[src/rtl/csa_multiword_sequencer_if.sv]
// Request/result handshake and shared 8-bit adder slice bus for csa_multiword_sequencer.
// CSA_SEQ_SUB_EN adds the in_sub request field.
interface csa_multiword_sequencer_if #(
   parameter int NBYTES = 4
);
   localparam int W = 8 * NBYTES;

   logic         in_valid;
   logic         in_ready;
   logic [W-1:0] in_a;
   logic [W-1:0] in_b;
   logic         in_cin;
`ifdef CSA_SEQ_SUB_EN
   logic         in_sub;
`endif
   logic         out_valid;
   logic         out_ready;
   logic [W-1:0] out_sum;
   logic         out_cout;
   logic         busy;
   logic [7:0]   adder_a;
   logic [7:0]   adder_b;
   logic         adder_cin;
   logic [7:0]   adder_y;
   logic         adder_cout;

   // master: requester, result consumer and the external adder slice
   modport master (
      output in_valid, in_a, in_b, in_cin,
`ifdef CSA_SEQ_SUB_EN
      output in_sub,
`endif
      output out_ready, adder_y, adder_cout,
      input  in_ready, out_valid, out_sum, out_cout, busy,
      input  adder_a, adder_b, adder_cin
   );

   modport slave (
      input  in_valid, in_a, in_b, in_cin,
`ifdef CSA_SEQ_SUB_EN
      input  in_sub,
`endif
      input  out_ready, adder_y, adder_cout,
      output in_ready, out_valid, out_sum, out_cout, busy,
      output adder_a, adder_b, adder_cin
   );
endinterface

[src/rtl/csa_multiword_sequencer.sv]
// Multi-precision add controller time-sharing one external 8-bit adder, LSB byte first.
// Optional CSA_SEQ_SUB_EN: subtract mode (A - B) selected per request by in_sub.
module csa_multiword_sequencer #(
   parameter int NBYTES = 4
) (
   input logic                     clk,
   input logic                     rst,
   csa_multiword_sequencer_if.slave bus
);
   localparam int W    = 8 * NBYTES;
   localparam int IDXW = (NBYTES > 1) ? $clog2(NBYTES) : 1;
   localparam logic [IDXW-1:0] LAST = IDXW'(NBYTES - 1);

   typedef enum logic [1:0] {IDLE, RUN, DONE} state_t;

   state_t          state_q, state_d;
   logic [IDXW-1:0] idx_q, idx_d;
   logic            carry_q, carry_d;
   logic [W-1:0]    a_q, a_d;
   logic [W-1:0]    b_q, b_d;
   logic [W-1:0]    sum_q, sum_d;
   logic            cout_q, cout_d;
   logic            sub_q, sub_d;

   always_ff @(posedge clk or posedge rst) begin
      if (rst) begin
         state_q <= IDLE;
         idx_q   <= '0;
         carry_q <= 1'b0;
         a_q     <= '0;
         b_q     <= '0;
         sum_q   <= '0;
         cout_q  <= 1'b0;
         sub_q   <= 1'b0;
      end else begin
         state_q <= state_d;
         idx_q   <= idx_d;
         carry_q <= carry_d;
         a_q     <= a_d;
         b_q     <= b_d;
         sum_q   <= sum_d;
         cout_q  <= cout_d;
         sub_q   <= sub_d;
      end
   end

   always_comb begin
      state_d = state_q;
      idx_d   = idx_q;
      carry_d = carry_q;
      a_d     = a_q;
      b_d     = b_q;
      sum_d   = sum_q;
      cout_d  = cout_q;
      sub_d   = sub_q;
      case (state_q)
         IDLE: begin
            if (bus.in_valid) begin
               a_d     = bus.in_a;
               b_d     = bus.in_b;
               idx_d   = '0;
               sum_d   = '0;
               cout_d  = 1'b0;
`ifdef CSA_SEQ_SUB_EN
               // two's-complement subtract: invert B bytes, inject +1 at byte 0
               sub_d   = bus.in_sub;
               carry_d = bus.in_sub | bus.in_cin;
`else
               sub_d   = 1'b0;
               carry_d = bus.in_cin;
`endif
               state_d = RUN;
            end
         end
         RUN: begin
            sum_d[8*idx_q +: 8] = bus.adder_y;
            carry_d = bus.adder_cout;
            if (idx_q == LAST) begin
               cout_d  = bus.adder_cout;
               idx_d   = '0;
               state_d = DONE;
            end else begin
               idx_d = idx_q + 1'b1;
            end
         end
         DONE: begin
            if (bus.out_ready) state_d = IDLE;
         end
         default: state_d = IDLE;
      endcase
   end

   always_comb begin
      bus.in_ready  = (state_q == IDLE) && !rst;
      bus.out_valid = (state_q == DONE);
      bus.busy      = (state_q != IDLE);
      bus.out_sum   = sum_q;
      bus.out_cout  = cout_q;
      bus.adder_a   = 8'h00;
      bus.adder_b   = 8'h00;
      bus.adder_cin = 1'b0;
      if (state_q == RUN) begin
         bus.adder_a   = a_q[8*idx_q +: 8];
         bus.adder_b   = b_q[8*idx_q +: 8] ^ {8{sub_q}};
         bus.adder_cin = carry_q;
      end
   end
endmodule

[src/flat_wrapper.sv]
// flat-port wrapper written by rule: the top's interface ports become plain ports
module csa_multiword_sequencer_flat 
#(
   parameter int NBYTES = 4
)
  (clk, rst, bus_in_valid, bus_in_a, bus_in_b, bus_in_cin, bus_out_ready, bus_adder_y, bus_adder_cout, bus_in_ready, bus_out_valid, bus_out_sum, bus_out_cout, bus_busy, bus_adder_a, bus_adder_b, bus_adder_cin);
  csa_multiword_sequencer_if #(.NBYTES(NBYTES)) bus_i ();
  input logic clk;
  input logic rst;
  input wire logic [$bits(bus_i.in_valid)-1:0] bus_in_valid;
  input wire logic [$bits(bus_i.in_a)-1:0] bus_in_a;
  input wire logic [$bits(bus_i.in_b)-1:0] bus_in_b;
  input wire logic [$bits(bus_i.in_cin)-1:0] bus_in_cin;
  input wire logic [$bits(bus_i.out_ready)-1:0] bus_out_ready;
  input wire logic [$bits(bus_i.adder_y)-1:0] bus_adder_y;
  input wire logic [$bits(bus_i.adder_cout)-1:0] bus_adder_cout;
  output wire logic [$bits(bus_i.in_ready)-1:0] bus_in_ready;
  output wire logic [$bits(bus_i.out_valid)-1:0] bus_out_valid;
  output wire logic [$bits(bus_i.out_sum)-1:0] bus_out_sum;
  output wire logic [$bits(bus_i.out_cout)-1:0] bus_out_cout;
  output wire logic [$bits(bus_i.busy)-1:0] bus_busy;
  output wire logic [$bits(bus_i.adder_a)-1:0] bus_adder_a;
  output wire logic [$bits(bus_i.adder_b)-1:0] bus_adder_b;
  output wire logic [$bits(bus_i.adder_cin)-1:0] bus_adder_cin;
  assign bus_i.in_valid = bus_in_valid;
  assign bus_i.in_a = bus_in_a;
  assign bus_i.in_b = bus_in_b;
  assign bus_i.in_cin = bus_in_cin;
  assign bus_i.out_ready = bus_out_ready;
  assign bus_i.adder_y = bus_adder_y;
  assign bus_i.adder_cout = bus_adder_cout;
  assign bus_in_ready = bus_i.in_ready;
  assign bus_out_valid = bus_i.out_valid;
  assign bus_out_sum = bus_i.out_sum;
  assign bus_out_cout = bus_i.out_cout;
  assign bus_busy = bus_i.busy;
  assign bus_adder_a = bus_i.adder_a;
  assign bus_adder_b = bus_i.adder_b;
  assign bus_adder_cin = bus_i.adder_cin;
  csa_multiword_sequencer #(.NBYTES(NBYTES)) u_core (.clk(clk), .rst(rst), .bus(bus_i));
endmodule
[config.mk]
export PLATFORM = sky130hd
export DESIGN_NAME = csa_multiword_sequencer_flat
export DESIGN_NICKNAME = d
export VERILOG_FILES = /design/src/rtl/csa_multiword_sequencer_if.sv /design/src/rtl/csa_multiword_sequencer.sv /design/src/flat_wrapper.sv
export SDC_FILE = /design/constraint.sdc
export NUM_CORES = 1
export LEC_CHECK = 0
export ABC_AREA = 0
export BUFFER_PORTS_ARGS = -buffer_cell sky130_fd_sc_hd__buf_4
export CORE_ASPECT_RATIO = 0.9
export CORE_MARGIN = 1.5
export CORE_UTILIZATION = 52
export DETAILED_ROUTE_END_ITERATION = 10
export PLACE_DENSITY = 0.87
export SETUP_SLACK_MARGIN = 0.4
export SLEW_MARGIN = 0
export SYNTH_ARGS = -nofsm -noshare
export SYNTH_HDL_FRONTEND = slang
export SYNTH_SLANG_ARGS = --single-unit
[constraint.sdc]
create_clock -name clk -period 3.8 [get_ports clk]
set_input_delay 0.57 -clock clk [delete_from_list [all_inputs] [get_ports clk]]
set_output_delay 0.57 -clock clk [all_outputs]
set_load 0.1 [all_outputs]
* After elaboration in Yosys (flattened, before gate mapping) *
Index checks and enable logic that the tools add are counted.
W data, S select, Z words.

word-level totals
  register bits = 102
  bits in latches = 0
  bits in writable memories = 0
  memory bits (read-only) = 0
  input bits = 78
  output and inout bits = 53
  logic and storage cells = 46
  memories kept = 0

cells by class
  add/sub/neg operators = 2
  multipliers = 0
  divide/modulo/power cells = 0
  magnitude comparators = 0
  eq/ne operators = 6
  shift operators = 4
  muxes and demuxes = 18
  bitwise gates (word level) = 0
  reduce and logical (&&, ||, !) cells = 9

operator list
  kind                       number
  $pmux W32 S2               1
  $shiftx A32 B6 Y8          2
  $neg A5 Y34                1
  $shift A8 B34 Y32 const A  1
  $shiftx A8 B34 Y32         1
  $bwmux W32                 1
  $mux W32                   1
  $mux W8                    2
  $mux W2                    5
  $pmux W2 S3                1
  $reduce_and A3 Y1          2
  $eq A2 B2 Y1 const B       2
  $mux W1                    4
  $ne A2 B2 Y1 const B       2
  $pmux W1 S2                2
  $pmux W2 S2                1
  $reduce_and A2 Y1          2
  $reduce_bool A2 Y1         2
  $add A2 B1 Y2 const B      1
  $eq A2 B1 Y1 const B       1
  $logic_not A2 Y1           1
  $ne A2 B1 Y1 const B       1
  $logic_and A1 B1 Y1        1
  $logic_not A1 Y1           1

* Logic depth before layout (Yosys ltp) *
  word-level depth = 4
  depth in mapped cells = 7
  gate-level depth less buffers = 5

* Least setup slack after synthesis *
No wires, ideal clock.

  kind = reg2out
  from = reg u_core.state_q[0]
  to = out bus_in_ready
  arrival time = 2.409 ns
  required time = 3.230 ns
  setup slack = 0.821 ns
  stages on the path, launching flop included = 3
  buffers on the path = 0
  cells stage by stage = dfrtp_1 -> or2_1 -> nor2_1

between the ends
  longest elaborated chain between the ends = 2

ends and longest elaborated chain
  element                 line                           RTL
  start, declared         csa_multiword_sequencer.sv:16  state_t state_q, state_d;
  start signal, assigned  csa_multiword_sequencer.sv:36  state_q <= state_d;
  $logic_not A2 Y1        csa_multiword_sequencer.sv:94  bus.in_ready = (state_q == IDLE) && !rst;
  $logic_and A1 B1 Y1     csa_multiword_sequencer.sv:94
  end, declared           flat_wrapper.sv:17             output wire logic [$bits(bus_i.in_ready)-1:0] bus_in_ready;

Every way passes these cells.

* Worst setup path in the final report *
  from = reg u_core.idx_q[0]
  to = out bus_adder_a[3]

between the ends
  longest elaborated chain between the ends = 2

ends and longest elaborated chain
  element                 line                            RTL
  start, declared         csa_multiword_sequencer.sv:17   logic [IDXW-1:0] idx_q, idx_d;
  start signal, assigned  csa_multiword_sequencer.sv:37   idx_q <= idx_d;
  $shiftx A32 B6 Y8       csa_multiword_sequencer.sv:103  bus.adder_a = a_q[8*idx_q +: 8];
  $mux W8                 csa_multiword_sequencer.sv:102  if (state_q == RUN) begin
  end, declared           flat_wrapper.sv:22              output wire logic [$bits(bus_i.adder_a)-1:0] bus_adder_a;

Every way passes these cells.

==> run summary <==
CRITICAL PATH
----------------------------------------------------------------------------------------
Slowest stage cell, crit path                                               sky130_fd_sc_hd__dfrtp_1
Critical Path Fanout Max                                                              18
Data required, critical path                                                     3.23 ns
Register-to-register setup slack                                                 1.16 ns
Critical Path, Cell by Cell                                                 buf_4 -> mux4_2 -> and2_1 -> buf_4
Crit path arrival time                                                           2.51 ns
Critical Path Max Stage Delay                                                    0.94 ns
Kind of end point of the critical path                                        output pin
Total buffers and inverters traversed by the critical path                             2
WS Path Type                                                                  reg -> out
Startpoint Class                                                                    flop
Category of cells accounting for the largest share of critical-path delay     flip-flops
CP dominant cell by count                                                   sky130_fd_sc_hd__buf_4

YOSYS
----------------------------------------------------------------------------------------
Net Count, Synth                                                                     379
Warning count from the yosys run                                                       0
Count of different cell masters after synthesis                                       28
Sequential fraction of the synthesis area                                          56.4%
Instance count of the mapped netlist                                                 295
Area of the mapped netlist                                                    4530 sq um
Register bit count reported by yosys                                                 102
Mean Syn Cell Area                                                            15.4 sq um

PLACED DESIGN
----------------------------------------------------------------------------------------
Detail Placement HPWL                                                            6840 um
Number of buffers inserted by port buffering                                         130
GP Congestion                                                                      0.731
Worst setup slack after placement                                                1.08 ns
Placed cell area                                                              5580 sq um

TIMING
----------------------------------------------------------------------------------------
Remaining max-slew budget at the tightest pin                                      37.8%
Ratio of final minimum period to clock period                                      81.1%
Largest clock skew in the final design                                         0.0128 ns
Slew Limit Fails                                                                       0
Total Neg Setup Slack                                                               0 ns
Slew of the pin with the lowest slew margin                                     0.932 ns
RSZ-0062 raised after global routing                                                  no
Setup ws final                                                                  0.719 ns
Achievable frequency                                                             325 MHz
Hold Worst Slack                                                                0.425 ns
Final number of hold-violating endpoints                                               0
Count of final setup violators                                                         0
Tmin final                                                                       3.08 ns

CTS
----------------------------------------------------------------------------------------
Count of hold-fix buffers inserted at cts                                              0
Deepest clock path buffer count                                                        2
Root Driver                                                                 sky130_fd_sc_hd__clkbuf_8
Number of H-tree levels                                                                3
Worst-path clk slew                                                              0.10 ns
Clock Sink Count                                                                     102
Cts bufs inserted                                                                      9
Clock latency at the later pin of the worst-skew pair                            0.37 ns
Post-cts repair resize count                                                           0
TritonCTS clock tree                                                                done
# Post-CTS Setup Buffers                                                               0

ROUTING
----------------------------------------------------------------------------------------
Via count of the routed design                                                      2998
Via/cell ratio                                                                      5.47
Number of violations reported at the end of detailed-routing iteration 0              91
Final routed wire length divided by cell count                                   18.0 um
Total Wirelength                                                                 9850 um
Antenna Violating Nets Remaining                                                       0
Number of optimization iterations in the first detailed-route pass                     4
DRC violation count after routing                                                      0

GLOBAL ROUTING
----------------------------------------------------------------------------------------
Met1 track demand over resource in global routing                                  29.0%
Global-route track usage on met2                                                   37.4%
Via count of the first global-routing pass                                          3243
Initial antenna violation count                                                        0
Routing usage on met3                                                              8.39%
Layer with the highest usage                                                        met2
Global router's overall resource usage                                             22.9%
Pin count of the biggest net entering global routing                                  79
Overflow left after global routing                                                     0
Wire length of the first global-routing pass                                    16100 um

DIE
----------------------------------------------------------------------------------------
Standard-cell row count                                                               32
Area of the core                                                              8530 sq um
Initial standard-cell utilization of the core                                      53.1%
I/O pin count                                                                        131
Die H                                                                            91.5 um
Die X-Extent                                                                      101 um
Die footprint                                                                 9280 sq um

LAYOUT
----------------------------------------------------------------------------------------
Filler instances                                                                     617
Number of diodes added for antenna fixing                                              0
Summed area of non-filler cells in the final layout                           5850 sq um
Layout area overhead                                                               29.2%
Total Nets Final                                                                     508
Ratio of cells with drive above 1 in the final layout                              53.6%

FLOW RUN
----------------------------------------------------------------------------------------
MaxCap Viol Count                                                                      0

HOLD PATH
----------------------------------------------------------------------------------------
Tightest Hold Check Type                                                       in -> reg

STATUS
----------------------------------------------------------------------------------------
Run status                                                                  complete, no violations

## metal layers
layer / wire, um / vias up
met5: 0 / -
met4: 92 / 0
li1: - / 1349
met1: 4030 / 1523
met3: 848 / 8
met2: 4880 / 118
## cell type report
cell class / count / area (sq um) / share of cell area (%)
Sequential cell: 102 / 2550 / 43.6
Clock buffer: 11 / 141 / 2.42
Timing Repair Buffer: 133 / 998 / 17.1
Inverter: 6 / 25.0 / 0.428
Clock inverter: 5 / 129 / 2.20
Multi-Input combinational cell: 172 / 1860 / 31.7
Tap cell: 119 / 149 / 2.54
## worst paths after layout
kind	from	to	depth (start not counted)
max in group asynchronous	rst	u_core.idx_q[1]	3
worst min-delay path	bus_in_a[21]	u_core.a_q[21]	2
min in group asynchronous	rst	u_core.bus.out_sum[11]	2
worst max-delay path	u_core.idx_q[0]	bus_adder_a[3]	4
worst min register to register	u_core.b_q[17]	u_core.b_q[17]	1
worst max register to register	u_core.idx_q[0]	u_core.bus.out_sum[26]	5
## stage by stage
stage | util, % | instances
3_5_place_dp | 65.5 | 532
4_1_cts | 68.6 | 548
2_1_floorplan | - | 295
6_report | 68.6 | 548
3_3_place_gp | 65.5 | 532
5_1_grt | 68.6 | 548
## cells in the mapped netlist (all sizes together)
cell type	instances	area [sq um]
a21o	5	37.5
a21oi	1	5.00
a221o	1	10.0
a22o	35	307
and2	17	106
buf	11	91.3
clkbuf	4	15.0
dfrtp	102	2550
ha	6	75.1
inv	6	22.5
mux2	64	721
mux4	16	383
nand2	8	30.0
nand2b	4	25.0
nand3b	1	7.51
nor2	2	7.51
nor2b	3	18.8
nor3	1	16.3
nor3b	1	18.8
nor4	2	42.5
o21ai	1	5.00
o21bai	1	7.51
o31ai	1	7.51
or2	1	6.26
or3b	1	11.3
## cell usage in the layout (no fill, tap or decap), drive strengths merged, types with 2 or more instances in the layout
| cell | Yosys | layout |
|---|---|---|
| dfrtp | 102 | 102 |
| inv | 6 | 7 |
| nand2b | 4 | 4 |
| and2 | 17 | 17 |
| buf | 11 | 133 |
| nor4 | 2 | 2 |
| nor2 | 2 | 2 |
| clkbuf | 4 | 11 |
| a22o | 35 | 35 |
| nor2b | 3 | 3 |
| ha | 6 | 6 |
| mux2 | 64 | 64 |
| nand2 | 8 | 8 |
| bufinv | 0 | 4 |
| a21o | 5 | 5 |
| mux4 | 16 | 16 |
## kinds of logic (layout without fill, tap and decap cells)
| logic type | Yosys count | in the layout | synth area share, % |
|---|---|---|---|
| adder cells (fa/ha/maj) | 6 | 6 | 1.66 |
| buffers and inverters | 21 | 155 | 2.85 |
| flip-flops | 102 | 102 | 56.4 |
| AND/OR/NAND/NOR | 41 | 41 | 6.41 |
| multiplexers | 80 | 80 | 24.4 |
| AO/OA/AOI/OAI | 45 | 45 | 8.37 |
## sequential cells by signal, summed over array words and instances, names as in the netlist
register and count:
u_core.b_q 32, u_core.a_q 32, u_core.state_q 2, u_core.idx_q 2
u_core.bus.out_cout 1, u_core.bus.out_sum 32, u_core.carry_q 1
## worst reg2reg max path, delay by kind of cell, from the launching register on
family,cells,cell delay [ns]
AOI/OAI and AO/OA,1,0.22
adders and majority gates,1,0.46
buffers and inverters,1,0.34
DFF,1,0.94
and+or+nand+nor,2,0.63
Power is left out: the tool's default activity adds up to more than one toggle a clock period on the data nets, which glitch-free logic cannot reach.
